File: src/rtl/ejector_if.sv
// Channel-side and local-side signals of the ejector, bundled for port connection.
// The slave modport is the ejector; the master modport is whoever drives the channels and the core.
interface ejector_if;
    logic [9:0] eastad;
    logic [9:0] westad;
    logic [9:0] northad;
    logic [9:0] southad;
    logic [9:0] ead;
    logic [9:0] wad;
    logic [9:0] nad;
    logic [9:0] sad;
    logic [9:0] local_data;
    logic       local_valid;
    logic       local_ready;
    logic [7:0] stall_cnt;

    modport slave (
        input  eastad, westad, northad, southad, local_ready,
        output ead, wad, nad, sad, local_data, local_valid, stall_cnt
    );

    modport master (
        output eastad, westad, northad, southad, local_ready,
        input  ead, wad, nad, sad, local_data, local_valid, stall_cnt
    );
endinterface

File: src/rtl/ejector.sv
// Network node ejector: removes at most one flit per cycle addressed to this node into a
// 4-entry buffer (round-robin over channels) and forwards every other flit after one register stage.
module ejector #(
    parameter logic [2:0] LOCAL_ROW  = 3'd4,
    parameter logic [2:0] LOCAL_COL  = 3'd4,
    parameter int         FIFO_DEPTH = 4
) (
    input  logic     clk,
    input  logic     rst_n,
    ejector_if.slave bus
);

    localparam logic [2:0] FULL_CNT = 3'(FIFO_DEPTH);

    function automatic logic [7:0] sat_inc8(input logic [7:0] v);
        return (v == 8'hFF) ? v : v + 8'd1;
    endfunction

    function automatic logic is_local(input logic [9:0] f);
        return f[9] && (f[5:3] == LOCAL_ROW) && (f[2:0] == LOCAL_COL);
    endfunction

    logic [9:0] in_flit [4];
    logic [9:0] out_d   [4];
    logic [9:0] out_q   [4];
    logic [9:0] mem_q   [4];
    logic [3:0] hit;
    logic [1:0] idx;
    logic [1:0] sel;
    logic       found;
    logic       eject;
    logic       do_read;
    logic [9:0] wr_data;
    logic [1:0] ptr_d, ptr_q;
    logic [1:0] wr_ptr_d, wr_ptr_q;
    logic [1:0] rd_ptr_d, rd_ptr_q;
    logic [2:0] count_d, count_q;
    logic [7:0] stall_d, stall_q;

    assign in_flit[0] = bus.eastad;
    assign in_flit[1] = bus.westad;
    assign in_flit[2] = bus.northad;
    assign in_flit[3] = bus.southad;

    always_comb begin
        for (int i = 0; i < 4; i++) begin
            hit[i] = is_local(in_flit[i]);
        end
    end

    // Round-robin search starting at ptr; first local-destined channel wins.
    always_comb begin
        idx   = '0;
        sel   = ptr_q;
        found = 1'b0;
        for (int k = 0; k < 4; k++) begin
            idx = ptr_q + 2'(k);
            if (!found && hit[idx]) begin
                found = 1'b1;
                sel   = idx;
            end
        end
    end

    // Full test uses the pre-edge count, so a same-cycle read never frees a slot.
    assign eject   = found && (count_q < FULL_CNT);
    assign do_read = (count_q != 3'd0) && bus.local_ready;
    assign wr_data = in_flit[sel];

    always_comb begin
        for (int i = 0; i < 4; i++) begin
            out_d[i] = (eject && (sel == 2'(i))) ? 10'b0 : in_flit[i];
        end
        ptr_d    = eject ? sel + 2'd1 : ptr_q;
        wr_ptr_d = eject ? wr_ptr_q + 2'd1 : wr_ptr_q;
        rd_ptr_d = do_read ? rd_ptr_q + 2'd1 : rd_ptr_q;
        count_d  = count_q + 3'(eject) - 3'(do_read);
        stall_d  = ((|hit) && (count_q == FULL_CNT)) ? sat_inc8(stall_q) : stall_q;
    end

    always_ff @(posedge clk or negedge rst_n) begin
        if (!rst_n) begin
            for (int i = 0; i < 4; i++) begin
                out_q[i] <= 10'b0;
            end
            ptr_q    <= 2'd0;
            wr_ptr_q <= 2'd0;
            rd_ptr_q <= 2'd0;
            count_q  <= 3'd0;
            stall_q  <= 8'd0;
        end else begin
            for (int i = 0; i < 4; i++) begin
                out_q[i] <= out_d[i];
            end
            ptr_q    <= ptr_d;
            wr_ptr_q <= wr_ptr_d;
            rd_ptr_q <= rd_ptr_d;
            count_q  <= count_d;
            stall_q  <= stall_d;
        end
    end

    // Buffer storage needs no reset: it is only visible while count is non-zero.
    always_ff @(posedge clk) begin
        if (eject) begin
            mem_q[wr_ptr_q] <= wr_data;
        end
    end

    assign bus.ead         = out_q[0];
    assign bus.wad         = out_q[1];
    assign bus.nad         = out_q[2];
    assign bus.sad         = out_q[3];
    assign bus.local_valid = (count_q != 3'd0);
    assign bus.local_data  = (count_q != 3'd0) ? mem_q[rd_ptr_q] : 10'b0;
    assign bus.stall_cnt   = stall_q;

endmodule

File: src/flat_wrapper.sv
// flat-port wrapper written by rule: the top's interface ports become plain ports
module ejector_flat 
#(
    parameter logic [2:0] LOCAL_ROW  = 3'd4,
    parameter logic [2:0] LOCAL_COL  = 3'd4,
    parameter int         FIFO_DEPTH = 4
)
  (clk, rst_n, bus_eastad, bus_westad, bus_northad, bus_southad, bus_local_ready, bus_ead, bus_wad, bus_nad, bus_sad, bus_local_data, bus_local_valid, bus_stall_cnt);
  ejector_if bus_i ();
  input  logic clk;
  input  logic rst_n;
  input wire logic [$bits(bus_i.eastad)-1:0] bus_eastad;
  input wire logic [$bits(bus_i.westad)-1:0] bus_westad;
  input wire logic [$bits(bus_i.northad)-1:0] bus_northad;
  input wire logic [$bits(bus_i.southad)-1:0] bus_southad;
  input wire logic [$bits(bus_i.local_ready)-1:0] bus_local_ready;
  output wire logic [$bits(bus_i.ead)-1:0] bus_ead;
  output wire logic [$bits(bus_i.wad)-1:0] bus_wad;
  output wire logic [$bits(bus_i.nad)-1:0] bus_nad;
  output wire logic [$bits(bus_i.sad)-1:0] bus_sad;
  output wire logic [$bits(bus_i.local_data)-1:0] bus_local_data;
  output wire logic [$bits(bus_i.local_valid)-1:0] bus_local_valid;
  output wire logic [$bits(bus_i.stall_cnt)-1:0] bus_stall_cnt;
  assign bus_i.eastad = bus_eastad;
  assign bus_i.westad = bus_westad;
  assign bus_i.northad = bus_northad;
  assign bus_i.southad = bus_southad;
  assign bus_i.local_ready = bus_local_ready;
  assign bus_ead = bus_i.ead;
  assign bus_wad = bus_i.wad;
  assign bus_nad = bus_i.nad;
  assign bus_sad = bus_i.sad;
  assign bus_local_data = bus_i.local_data;
  assign bus_local_valid = bus_i.local_valid;
  assign bus_stall_cnt = bus_i.stall_cnt;
  ejector #(.LOCAL_ROW(LOCAL_ROW), .LOCAL_COL(LOCAL_COL), .FIFO_DEPTH(FIFO_DEPTH)) u_core (.clk(clk), .rst_n(rst_n), .bus(bus_i));
endmodule
File: config.mk
export PLATFORM = sky130hd
export DESIGN_NAME = ejector_flat
export DESIGN_NICKNAME = d
export VERILOG_FILES = /design/src/rtl/ejector_if.sv /design/src/rtl/ejector.sv /design/src/flat_wrapper.sv
export SDC_FILE = /design/constraint.sdc
export NUM_CORES = 1
export LEC_CHECK = 0
export BUFFER_PORTS_ARGS = -buffer_cell sky130_fd_sc_hd__buf_2
export CORE_MARGIN = 3
export CORE_UTILIZATION = 50
export DETAILED_ROUTE_END_ITERATION = 10
export GPL_TIMING_DRIVEN = 0
export PLACE_DENSITY = 0.81
export SYNTH_ARGS = -nofsm -noshare
export SYNTH_HDL_FRONTEND = slang
export SYNTH_SLANG_ARGS = --single-unit
File: constraint.sdc
create_clock -name clk -period 2.7 [get_ports clk]
set_input_delay 0.675 -clock clk [delete_from_list [all_inputs] [get_ports clk]]
set_output_delay 0.675 -clock clk [all_outputs]
set_load 0.1 [all_outputs]
* Yosys cells after proc, flatten, opt, wreduce, memory -nomap -nowiden
Memory sizes are Yosys's and may differ from the RTL's.
Index checks and enable logic that the tools add are counted.
** Storage, ports and cells
- Register bits :: 57
- RAM bits :: 40
- Output and inout port bits :: 59
- Memories :: 1
** Cells by class
- $add $sub $neg :: 9
- Magnitude comparators :: 6
- Eq/ne operators :: 13
- Mux-type cells :: 25
- Bitwise operators :: 2
- Reductions and logical operators :: 25
** Memory list
- u_core.mem_q :: depth 4, bits a word 10, rd ports 1, clocked after Yosys merged registers in 0, wr ports 1, RTL line ejector.sv:26 : logic [9:0] mem_q [4];
** Operators with widths (number)
- $mux W10 :: 7
- $eq A3 B3 Y1 const B :: 9
- $bmux W10 S2 :: 1
- $logic_and A1 B1 Y1 :: 18
- $lt A2 B3 Y1 const B :: 4
- $mux W1 :: 10
- $add A2 B1 Y2 const B :: 4
- $add A8 B1 Y8 const B :: 1
- $bmux W1 S2 :: 4
- $eq A8 B8 Y1 const B :: 1
- $mux W2 :: 3
- $add A2 B2 Y2 const B :: 2
- $eq A2 B2 Y1 const B :: 2
- $reduce_or A4 Y1 :: 1
- $add A3 B1 Y3 :: 1
- $ge A3 B3 Y1 const B :: 1
- $logic_not A1 Y1 :: 3
- $lt A3 B3 Y1 const B :: 1
- $not A2 Y3 :: 1
- $reduce_bool A3 Y1 :: 1
- $sub A3 B1 Y3 :: 1
- $eq A2 B1 Y1 const B :: 1
- $logic_not A2 Y1 :: 1
- $reduce_and A2 Y1 :: 1
- $not A1 Y1 :: 1

* Longest topological paths before layout
- Depth after elaboration :: 19
- Gate-level depth with buffers :: 13

* Worst setup path after synthesis
No wires, ideal clock.
- Path kind :: in2reg
- From :: in bus_northad[0]
- To :: reg u_core.count_q[2]
- Setup time :: 0.123 ns
- Arrival :: 3.062 ns
- Path slack :: -0.485 ns
- Stages on the path :: 13
- Path buffers :: 1
- Cells stage by stage :: nor4bb_2 nand3_1 and2_4 a31oi_1 buf_2 inv_1 ha_1 inv_1 ha_1 inv_1 fa_1 xnor2_1 xnor2_1
** Between the ends
- Cells in the longest elaborated chain, start to end :: 17
- Elaborated cells between the ends (all ways) :: 23
- Those cells by class :: 2 x add/sub; 1 x eq/ne; 12 x mux; 8 x reduce/logical
** Ends and longest elaborated chain
- start: declaration :: RTL line flat_wrapper.sv:14 : input wire logic [$bits(bus_i.northad)-1:0] bus_northad;
- $eq A3 B3 Y1 * :: RTL line ejector.sv:20 : return f[9] && (f[5:3] == LOCAL_ROW) && (f[2:0] == LOCAL_COL);
- $logic_and A1 B1 Y1 * :: RTL line ejector.sv:20
- $bmux W1 S2 :: RTL line ejector.sv:58 : if (!found && hit[idx]) begin
- $mux W1 (implied by the code) :: RTL line ejector.sv:58
- $mux W1 :: RTL line ejector.sv:58
- $logic_not A1 Y1 :: RTL line ejector.sv:58
- $logic_and A1 B1 Y1 :: RTL line ejector.sv:58
- $mux W1 :: RTL line ejector.sv:58
- (+2 left out)
- $mux W1 :: RTL line ejector.sv:58
- $logic_not A1 Y1 :: RTL line ejector.sv:58
- $logic_and A1 B1 Y1 :: RTL line ejector.sv:58
- $mux W1 * :: RTL line ejector.sv:58
- $logic_and A1 B1 Y1 * :: RTL line ejector.sv:66 : assign eject = found && (count_q < FULL_CNT);
- $add A3 B1 Y3 * :: RTL line ejector.sv:77 : count_d = count_q + 3'(eject) - 3'(do_read);
- $sub A3 B1 Y3 * :: RTL line ejector.sv:77
- via u_core.count_d[2] :: RTL line ejector.sv:37 : logic [2:0] count_d, count_q;
- end signal: assignment :: RTL line ejector.sv:98 : count_q <= count_d;
- end: declaration :: RTL line ejector.sv:37
Mark *: on every way through the listed nets, which the timed path passes. The rest lies on a longest branch. The select of a mux whose other input is x is not followed.
A chain may end at the register's enable or synchronous reset.

* Final worst setup path
- From :: in bus_eastad[1]
- To :: reg u_core.count_q[2]
** Between the ends
- Cells in the longest elaborated chain, start to end :: 17
- Elaborated cells between the ends (all ways) :: 23
- Those cells by class :: 2 x add/sub; 1 x eq/ne; 12 x mux; 8 x reduce/logical
** Ends and longest elaborated chain
- start: declaration :: RTL line flat_wrapper.sv:12 : input wire logic [$bits(bus_i.eastad)-1:0] bus_eastad;
- $eq A3 B3 Y1 * :: RTL line ejector.sv:20
- $logic_and A1 B1 Y1 * :: RTL line ejector.sv:20
- $bmux W1 S2 :: RTL line ejector.sv:58
- $mux W1 (implied by the code) :: RTL line ejector.sv:58
- $mux W1 :: RTL line ejector.sv:58
- $logic_not A1 Y1 :: RTL line ejector.sv:58
- $logic_and A1 B1 Y1 :: RTL line ejector.sv:58
- $mux W1 :: RTL line ejector.sv:58
- (+2 left out)
- $mux W1 :: RTL line ejector.sv:58
- $logic_not A1 Y1 :: RTL line ejector.sv:58
- $logic_and A1 B1 Y1 :: RTL line ejector.sv:58
- $mux W1 * :: RTL line ejector.sv:58
- $logic_and A1 B1 Y1 * :: RTL line ejector.sv:66
- $add A3 B1 Y3 * :: RTL line ejector.sv:77
- $sub A3 B1 Y3 * :: RTL line ejector.sv:77
- via u_core.count_d[2] :: RTL line ejector.sv:37
Marks and branches as above.

==> metrics.yaml <==
status: "complete, no violations"
synth_compound_gate_area_share: 0.0290
synth_top_family_by_area: "simple AND/OR/NAND/NOR gates"
placementRows: 32
p_leak_nw: 2.21
hold_path_class: "in -> async"
synth-simple-area-share: 0.134
htreeDepth: 3
clock_path_buffers: 2
ir_drop_uv: 450
timing.fmax_mhz: 380
diodes: 0
layout_commonest_cell: "buf_2"
clock_latency_ns: 0.36
slew_headroom: 0.523
drv_cap: 0
final_max_slew_viol_count: 0
syn_area_per_cell_um2: 15.6
synthArstFlopShare: 0.588
syn_nets: 320
port_buffers: 101
drtPass1Iterations: 4
synth-seq-cells: 97
routed_via_density: 5.29
crit_fanout: 8
synth_cells: 265
clk_pin_slew_ns: 0.09
cp_data_required_time_ns: 2.94
period_minus_slack_ns: 2.63
synth_edf_count: 40
die_y_um: 97.0
via_count: 2597
fin_nets: 439
finClkSkew_ns: 0.00488
synthXorXnorAreaFrac: 0.0254
cts-root-buf: "clkbuf_8"
first_iter_violations: 81
synth_area_um2: 4140
grt_pass1_wl_um: 14300
ant_nets: 0
die_w_um: 97.0
cts.sinks: 97
synthMuxAreaShare: 0.121
synth-seq-area-share: 0.635
coreArea_um2: 7890
p_per_area_nw_per_um2: 1020
initial_core_util: 0.525
final.period_utilization: 0.975
final_layout_size_suffix_gt1_frac: 0.434
arrival_ns: 2.88
critPathKind: "in -> reg"
hold_slack_ns: 0.365
cts_tree: "built"
globalplace.congestion: 0.909
grt_pass1_vias: 2751
syn_to_final_growth_pct: 24.2
hold_viol: 0
start_kind: "primary input"
ios: 102
layout_common_cells: "98 x buf_2, 56 x dfrtp_1, 54 x and2_1"
synth_cell_types: 45
grt_max_degree: 58
die_area_um2: 9410
overflow: 0
wl_um: 8820
num-fill-cells: 577
post-place-ws_ns: -0.539
setup_viol: 0
drcViolationCount: 0
rr_worst_depth: 9
cts_inserted_buffers: 9
tightest_slew_ns: 0.716
ys.flop_type: "dfrtp_1"
synth-adder-area-share: 0.0381
synth_warnings: 0
dp_hpwl_um: 6540
grt_antenna_before_repair: 0
grt_setup_unrepaired: "true"
drt-wirelength-per-cell_um: 18.0
grt_util_all_layers: 0.196
critPathCaptureType: "register"
setup_slack_ns: 0.0680
-- what timing repair did --
item,CTS,global route
setup buffers,3,4
endpoints found under the hold margin,0,0
hold buffers,0,0
setup endpoints to repair,15,44
pin swaps,3,2
resized for setup,8,6
-- logic make-up after synthesis --
kind of cell,Yosys count
buffers and inverters,15
AO/OA/AOI/OAI,13
adder cells (fa/ha/maj),12
AND/OR/NAND/NOR,90
XOR/XNOR,12
multiplexers,26
flip-flops,97
-- report_power, final --
part           internal [mW]  total [mW]  switching [mW]
clock                  0.459       0.950           0.491
combinational          0.712        2.40            1.69
sequential              1.76        1.88           0.120
-- stage by stage --
stage           TNS, ns  area, µm²  cells  power (mW)  utilization
2_1_floorplan    -0.311       4200    265        3.82            -
3_3_place_gp     -26.74       4830    468        4.19        0.613
4_1_cts               0       5090    487        5.23        0.646
3_5_place_dp     -29.92       4830    468        4.25        0.613
5_1_grt        -0.00160       5140    491        5.46        0.652
6_report              0       5140    491        5.24        0.652
-- final cells by class --
| cell class | count | area [µm²] | area share |
|---|---|---|---|
| Buffer | 7 | 62.6 | 0.0122 |
| Clock buffer | 11 | 141 | 0.0275 |
| Clock inverter | 5 | 60.1 | 0.0117 |
| Inverter | 8 | 30.0 | 0.00584 |
| Multi-Input combinational cell | 153 | 1520 | 0.296 |
| Sequential cell | 97 | 2630 | 0.511 |
| Tap cell | 102 | 128 | 0.0248 |
| Timing Repair Buffer | 108 | 566 | 0.110 |
-- routing by layer --
metal / vias up / wire, µm / share of wire / track usage
li1: 1193 / - / - / -
met1: 1298 / 3730 / 0.42 / 0.253
met2: 91 / 4400 / 0.50 / 0.326
met3: 15 / 518 / 0.059 / 0.0447
met4: 0 / 168 / 0.019 / 0.0691
met5: - / 0 / 0 / 0
-- worst max-delay path, stage by stage --
cell	delay, ns
buf_2	0.13
nor4b_4	0.28
nand4b_1	0.16
and2_4	0.19
a31oi_4	0.18
buf_6	0.15
inv_2	0.04
ha_4	0.20
inv_2	0.06
ha_4	0.11
inv_2	0.03
fa_2	0.37
xnor2_2	0.15
xnor2_1	0.13
-- cell usage after synthesis, types with 2 or more instances --
cell | count | area [µm²]
xor2_1 | 4 | 35.0
o21ai_0 | 2 | 10.0
nand3_1 | 4 | 20.0
buf_6 | 2 | 22.5
ha_1 | 11 | 138
dfrtp_1 | 57 | 1430
mux2i_1 | 6 | 60.1
edfxtp_1 | 40 | 1200
nand4_1 | 3 | 18.8
and2_1 | 54 | 338
nor2_1 | 8 | 30.0
mux4_2 | 15 | 338
nand2_1 | 9 | 33.8
xnor2_1 | 8 | 70.1
inv_1 | 8 | 30.0
mux4_1 | 3 | 78.8
mux2_2 | 2 | 22.5
clkbuf_1 | 2 | 7.51
-- flip-flops by register name, summed over array words and instances (netlist names) --
signal                cells
u_core.bus.wad           10
u_core.wr_ptr_q           2
u_core.rd_ptr_q           2
u_core.bus.sad           10
u_core.bus.ead           10
u_core.bus.stall_cnt      8
u_core.count_q            3
u_core.mem_q             40
u_core.ptr_q              2
u_core.bus.nad           10
-- path summary, 6_finish.rpt --
check	start	endpoint	slack [ns]
min in group clk	u_core.bus.stall_cnt[7]$_DFFE_PN0P_	u_core.bus.stall_cnt[7]$_DFFE_PN0P_	0.50
hold / removal	rst_n	u_core.rd_ptr_q[1]$_DFFE_PN0P_	0.37
hold reg to reg	u_core.bus.stall_cnt[7]$_DFFE_PN0P_	u_core.bus.stall_cnt[7]$_DFFE_PN0P_	0.50
max in group asynchronous	rst_n	u_core.rd_ptr_q[0]$_DFFE_PN0P_	1.84
setup reg to reg	u_core.count_q[1]$_DFF_PN0_	u_core.count_q[2]$_DFF_PN0_	0.31
setup / recovery	bus_eastad[1]	u_core.count_q[2]$_DFF_PN0_	0.07
Power figures use the tool's default switching activity.
